[config.mk]
export PLATFORM = sky130hd
export DESIGN_NAME = ov7670_capture
export DESIGN_NICKNAME = d
export VERILOG_FILES = /design/src/rtl/ov7670_capture.sv
export SDC_FILE = /design/constraint.sdc
export NUM_CORES = 1
export LEC_CHECK = 0
export CORE_MARGIN = 5
export CORE_UTILIZATION = 30
export CTS_BUF_LIST = sky130_fd_sc_hd__clkbuf_2 sky130_fd_sc_hd__clkbuf_4 sky130_fd_sc_hd__clkbuf_8
export DETAILED_ROUTE_END_ITERATION = 12
export GPL_ROUTABILITY_DRIVEN = 0
export GPL_TIMING_DRIVEN = 1
export PLACE_DENSITY = 0.55
export SLEW_MARGIN = 20
export SYNTH_ARGS = -nofsm -noshare
export SYNTH_HDL_FRONTEND = slang
export SYNTH_SLANG_ARGS = --single-unit
[constraint.sdc]
create_clock -name cam_clk -period 2.2 [get_ports cam_clk]
set_input_delay 0.44 -clock cam_clk [delete_from_list [all_inputs] [get_ports cam_clk]]
set_output_delay 0.44 -clock cam_clk [all_outputs]
set_load 0.005 [all_outputs]
[src/rtl/ov7670_capture.sv]
`default_nettype none
// +----------------------------------------------------------------------------+
// | ov7670_capture : OV7670 byte stream -> RGB565 FIFO words with SOF tokens   |
// | Revision 1.0                                                               |
// +----------------------------------------------------------------------------+
module ov7670_capture #(
  parameter int FRAME_WIDTH  = 640,
  parameter int FRAME_HEIGHT = 480,
  parameter bit BYTE_ORDER   = 1'b0
) (
  input  logic        cam_clk,
  input  logic        reset_n,
  input  logic        cam_vsync,
  input  logic        cam_href,
  input  logic [7:0]  cam_data,
  input  logic        enable,
  input  logic        clear_status,
  input  logic        fifo_full,
  output logic [16:0] fifo_data,
  output logic        fifo_wr_en,
  output logic [15:0] frame_count,
  output logic        overflow,
  output logic        frame_error
);

  localparam int PIX_W = $clog2(FRAME_WIDTH + 2);
  localparam int LIN_W = $clog2(FRAME_HEIGHT + 2);

  // Counters saturate one past nominal so an over-long line/frame never wraps back to "valid"
  localparam logic [PIX_W-1:0] c_frame_w = PIX_W'(FRAME_WIDTH);
  localparam logic [PIX_W-1:0] c_pix_sat = PIX_W'(FRAME_WIDTH + 1);
  localparam logic [LIN_W-1:0] c_frame_h = LIN_W'(FRAME_HEIGHT);
  localparam logic [LIN_W-1:0] c_lin_sat = LIN_W'(FRAME_HEIGHT + 1);
  localparam logic [16:0]      c_sof_tok = 17'h10000;

  localparam logic [2:0] c_st_wait  = 3'd0;
  localparam logic [2:0] c_st_armed = 3'd1;
  localparam logic [2:0] c_st_sof   = 3'd2;
  localparam logic [2:0] c_st_frame = 3'd3;
  localparam logic [2:0] c_st_drop  = 3'd4;

  logic [2:0]       r_state;
  logic             r_vsync_q, r_href_q, r_vsync_d, r_href_d;
  logic [7:0]       r_data_q, r_byte_a;
  logic             r_phase, r_frame_bad;
  logic [PIX_W-1:0] r_pix_cnt;
  logic [LIN_W-1:0] r_lin_cnt;

  logic        w_vs_rise, w_vs_fall, w_href_fall;
  logic        w_in_frame, w_byte_ev, w_px_ev, w_px_in_range, w_line_end;
  logic        w_ovf_evt, w_err_evt;
  logic [15:0] w_pixel;

  assign w_vs_rise   = r_vsync_q & ~r_vsync_d;
  assign w_vs_fall   = ~r_vsync_q & r_vsync_d;
  assign w_href_fall = ~r_href_q & r_href_d;

  assign w_in_frame    = (r_state == c_st_frame) & ~w_vs_rise;
  assign w_byte_ev     = w_in_frame & r_href_q & ~r_vsync_q;
  assign w_px_ev       = w_byte_ev & r_phase;
  assign w_px_in_range = (r_pix_cnt < c_frame_w) & (r_lin_cnt < c_frame_h);
  assign w_line_end    = w_in_frame & w_href_fall;
  assign w_pixel       = BYTE_ORDER ? {r_data_q, r_byte_a} : {r_byte_a, r_data_q};

  assign w_ovf_evt = ((r_state == c_st_armed) & w_vs_fall & enable & fifo_full)
                   | (w_px_ev & w_px_in_range & fifo_full);
  assign w_err_evt = (w_px_ev & ~w_px_in_range)
                   | (w_line_end & ((r_pix_cnt != c_frame_w) | r_phase))
                   | ((r_state == c_st_frame) & w_vs_rise & (r_lin_cnt != c_frame_h));

  always_ff @(posedge cam_clk or negedge reset_n) begin
    if (!reset_n) begin
      r_state     <= c_st_wait;
      r_vsync_q   <= 1'b0;
      r_href_q    <= 1'b0;
      r_vsync_d   <= 1'b0;
      r_href_d    <= 1'b0;
      r_data_q    <= 8'h00;
      r_byte_a    <= 8'h00;
      r_phase     <= 1'b0;
      r_frame_bad <= 1'b0;
      r_pix_cnt   <= '0;
      r_lin_cnt   <= '0;
      fifo_data   <= 17'h00000;
      fifo_wr_en  <= 1'b0;
      frame_count <= 16'h0000;
      overflow    <= 1'b0;
      frame_error <= 1'b0;
    end else begin
      r_vsync_q  <= cam_vsync;
      r_href_q   <= cam_href;
      r_data_q   <= cam_data;
      r_vsync_d  <= r_vsync_q;
      r_href_d   <= r_href_q;
      fifo_wr_en <= 1'b0;
      if (w_err_evt) r_frame_bad <= 1'b1;

      case (r_state)
        c_st_wait: if (w_vs_rise) r_state <= c_st_armed;
        c_st_armed: begin
          if (w_vs_fall && enable && !fifo_full) begin
            r_state     <= c_st_sof;
            fifo_wr_en  <= 1'b1;
            fifo_data   <= c_sof_tok;
            r_pix_cnt   <= '0;
            r_lin_cnt   <= '0;
            r_phase     <= 1'b0;
            r_frame_bad <= 1'b0;
          end
        end
        c_st_sof: r_state <= c_st_frame;
        c_st_frame: begin
          if (w_vs_rise) begin
            r_state <= c_st_armed;
            if (r_lin_cnt == c_frame_h && !r_frame_bad) frame_count <= frame_count + 16'd1;
          end else if (w_byte_ev) begin
            if (!r_phase) begin
              r_byte_a <= r_data_q;
              r_phase  <= 1'b1;
            end else begin
              r_phase <= 1'b0;
              if (r_pix_cnt != c_pix_sat) r_pix_cnt <= r_pix_cnt + PIX_W'(1);
              if (w_px_in_range) begin
                if (fifo_full) begin
                  r_state <= c_st_drop;
                end else begin
                  fifo_wr_en <= 1'b1;
                  fifo_data  <= {1'b0, w_pixel};
                end
              end
            end
          end else if (w_line_end) begin
            r_phase   <= 1'b0;
            r_pix_cnt <= '0;
            if (r_lin_cnt != c_lin_sat) r_lin_cnt <= r_lin_cnt + LIN_W'(1);
          end
        end
        c_st_drop: if (w_vs_rise) r_state <= c_st_armed;
        default: r_state <= c_st_wait;
      endcase

      // A new event in the same cycle as clear_status keeps the flag set
      overflow    <= w_ovf_evt | (overflow & ~clear_status);
      frame_error <= w_err_evt | (frame_error & ~clear_status);
    end
  end

endmodule
`default_nettype wire

==> results of run 1 <==
## power breakdown
part	total [mW]	switching (mW)	internal [mW]	leakage (nW)
clock	1.15	0.599	0.548	0.107
combinational	0.984	0.502	0.481	0.877
sequential	1.86	0.172	1.69	1.06
## flip-flops by register name, summed over array words and instances (netlist names), 3 cells and up
register,count
r_byte_a,8
frame_count,16
r_state,3
r_data_q,8
r_lin_cnt,9
fifo_data,17
r_pix_cnt,10
## synthesized netlist by cell type, types with 2 or more instances
| master | n |
|---|---|
| xor2_1 | 3 |
| nand2b_1 | 6 |
| or3_1 | 7 |
| a211o_1 | 2 |
| a21o_1 | 2 |
| o31ai_1 | 3 |
| buf_2 | 2 |
| and3_1 | 5 |
| a21oi_1 | 9 |
| or4_1 | 2 |
| xnor2_1 | 12 |
| dfrtp_1 | 80 |
| a31oi_1 | 7 |
| o21a_1 | 3 |
| o22ai_1 | 2 |
| clkbuf_1 | 11 |
| mux2_2 | 2 |
| ha_1 | 7 |
| nand4_1 | 17 |
| nor4_1 | 2 |
| o21ai_0 | 45 |
| nand2_1 | 29 |
| or4b_1 | 2 |
| or2_2 | 2 |
| nand3_1 | 27 |
| nor3_1 | 6 |
| nor2b_1 | 2 |
| nor2_1 | 17 |
| mux2i_1 | 4 |
| inv_1 | 29 |
## per-stage QoR
step	worst slack, ns	TNS (ns)
finish	0.217	0
global route	0.0519	0
CTS	0.228	0
detailed placement	-0.166	-0.571
global placement	-0.141	-0.470
floorplan	0.289	0
## layout make-up
class / count / area (um^2)
Multi-Input combinational cell: 242 / 1480
Clock inverter: 7 / 85.1
Inverter: 29 / 109
Tap cell: 147 / 184
Fill cell: 1186 / 7310
Sequential cell: 80 / 2000
Clock buffer: 9 / 124
Timing Repair Buffer: 73 / 671
## worst max-delay path by stage
stage               startpoint        endpoint  slack (ns)  depth (start not counted)
CTS                     enable    r_lin_cnt[7]        0.23                          7
global route         r_vsync_q    r_lin_cnt[7]        0.05                          6
global placement        enable    r_lin_cnt[8]       -0.14                          6
finish                  enable    r_lin_cnt[7]        0.22                          7
detailed placement      enable    r_lin_cnt[8]       -0.17                          6
floorplan           r_state[2]  frame_count[8]        0.29                          5
## cells by family after synthesis
kind of cell             Yosys count  synth area share
AO/OA/AOI/OAI                     79             0.124
XOR/XNOR                          15            0.0360
adder cells (fa/ha/maj)            7            0.0240
buffers and inverters             43            0.0449
flip-flops                        80             0.549
multiplexers                       6            0.0172
AND/OR/NAND/NOR                  135             0.205
## cells in the final DEF (no fill, tap or decap), drive strengths merged, types with 2 or more instances in the layout
master and count:
a31oi 7, xnor2 12, or3 8, clkinv 2, clkdlybuf4s50 49, o21ai 45
xor2 3, or4 3, mux2 2, nor2 18, nand2b 6, nand2 29
or2 2, o21a 3, and3 5, mux2i 4, nor2b 2, a211o 2
nand3 27, a21oi 9, inv 33, buf 24, a21o 2, nor4 3
or4b 3, ha 7, o31ai 3, dfrtp 80, nand4 17, clkbuf 9
nor3 7, o22ai 2
## metal layers
layer	routed length (um)	vias to the layer above	GRT usage
met5	0	-	0
met2	3740	48	0.191
met4	119	0	0.0404
met3	376	8	0.0421
met1	3740	1371	0.147
li1	-	1430	-
==> flow_metrics.py, run 1 <==
metrics = {
    "drt": {
        "wl_um": 7980,
        "drt-wirelength-per-cell_um": 13.6,
        "drc": 0,
        "ant_nets": 0,
        "vias_per_cell": 4.87,
        "first_pass_iters": 4,
        "first_iter_violations": 176,
        "vias": 2857,
    },
    "die": {
        "num_rows": 40,
        "core_um2": 12000,
        "io_pins": 51,
        "die_w_um": 120,
        "die_height_um": 120,
        "fp.dieArea_um2": 14500,
        "start_util": 0.305,
    },
    "setup_path": {
        "r2r_end": "r_lin_cnt[7]",
        "crit_type": "input pin to flip-flop",
        "max_stage_delay_ns": 0.52,
        "cp-start-kind": "input pin",
        "worstReg2RegStart": "r_state[1]",
        "cp_num_buf_inv": 2,
        "path_max_fanout": 5,
        "end_kind": "flip-flop",
        "cpLargestDelayFamily": "simple AND/OR/NAND/NOR gates",
        "reg2reg_depth": 6,
        "r2r_setup_slack_ns": 0.26,
        "critical_path.slowest_cell": "or4_1",
        "required_ns": 2.49,
        "worstPathArrival_ns": 2.28,
        "cp_cell_sequence": "clkdlybuf4s50_1, and4bb_1, a32oi_1, buf_4, or4_1, nor4_1, o21bai_1",
    },
    "finish": {
        "post-route-cell-area_um2": 4660,
        "antenna_cells": 0,
        "final_cells": 587,
        "drive_gt1_frac": 0.116,
        "fin_nets": 457,
        "syn_to_final_growth_pct": 27.7,
        "fin_util": 0.389,
    },
    "power": {
        "peakVddDrop_mv": 0.426,
        "p_per_area_nw_per_um2": 857,
        "p_total_mw": 3.99,
        "power_leakage_nw": 2.04,
    },
    "synthesis": {
        "netlist-cell-type-count": 48,
        "synth_top_cell_area_share": 0.549,
        "yosys_warnings": 0,
        "synth_flop_cell": "dfrtp_1",
        "synth_nets": 387,
        "yosys-top-cells-area": "dfrtp_1 (55%), o21ai_0 (6.2%), nand3_1 (3.7%)",
        "ys_seq_elements": 80,
        "synth-edff-count": 0,
        "syn-instance-count": 365,
        "avgSynthCellArea_um2": 9.99,
        "yosysTopAreaCell": "dfrtp_1",
        "netlist_area_um2": 3650,
        "async_flop_share": 1.00,
        "ys_seq_area_frac": 0.549,
    },
    "clock_network": {
        "cts_sinks": 80,
        "path_clk_slew_ns": 0.09,
        "postCtsSetupBuffers": 0,
        "post_cts_resized": 0,
        "cts_made_buffers": 9,
        "tritoncts": "yes",
        "clockBufferDepth": 2,
        "cts_root_buf": "clkbuf_8",
        "ctsHtreeMaxLevel": 3,
        "ctsHoldBuffers": 0,
        "clk_latency_ns": 0.38,
    },
    "placed_design": {
        "portBuffers": 50,
        "place_inst": 571,
        "placed_area_um2": 4450,
        "place_hpwl_um": 5710,
    },
    "grt": {
        "grt_usage": 0.118,
        "antenna_found_initial": 0,
        "overflow": 0,
        "grt_pass1_wl_um": 13800,
        "grt_max_degree": 40,
        "first_global_vias": 2827,
    },
    "timing": {
        "period_minus_slack_ns": 1.98,
        "relSlewSlack": 0.428,
        "slew_viol_final": 0,
        "hold_viol": 0,
        "grt_setup_unrepaired": "no",
        "timing.final.crit_share": 0.902,
        "fmax_mhz": 504,
        "finClkSkew_ns": 0.0157,
        "setup_violations": 0,
        "fin_hold_ws_ns": 0.0292,
        "worst_slew_pin_slew_ns": 0.855,
    },
    "hold_path": {
        "hold_class": "input pin to asynchronous set/reset pin",
    },
    "flow_run": {
        "maxCapViolCount": 0,
    },
    "run_status": {
        "status": "completed",
    },
}
(Power assumes the default switching activity.)
==> run 2, diff against run 1 <==
- CAP_MARGIN: unset -> 30
==> results of run 2 <==
No change in the layout: final DEF, timing and power equal those of run 1.
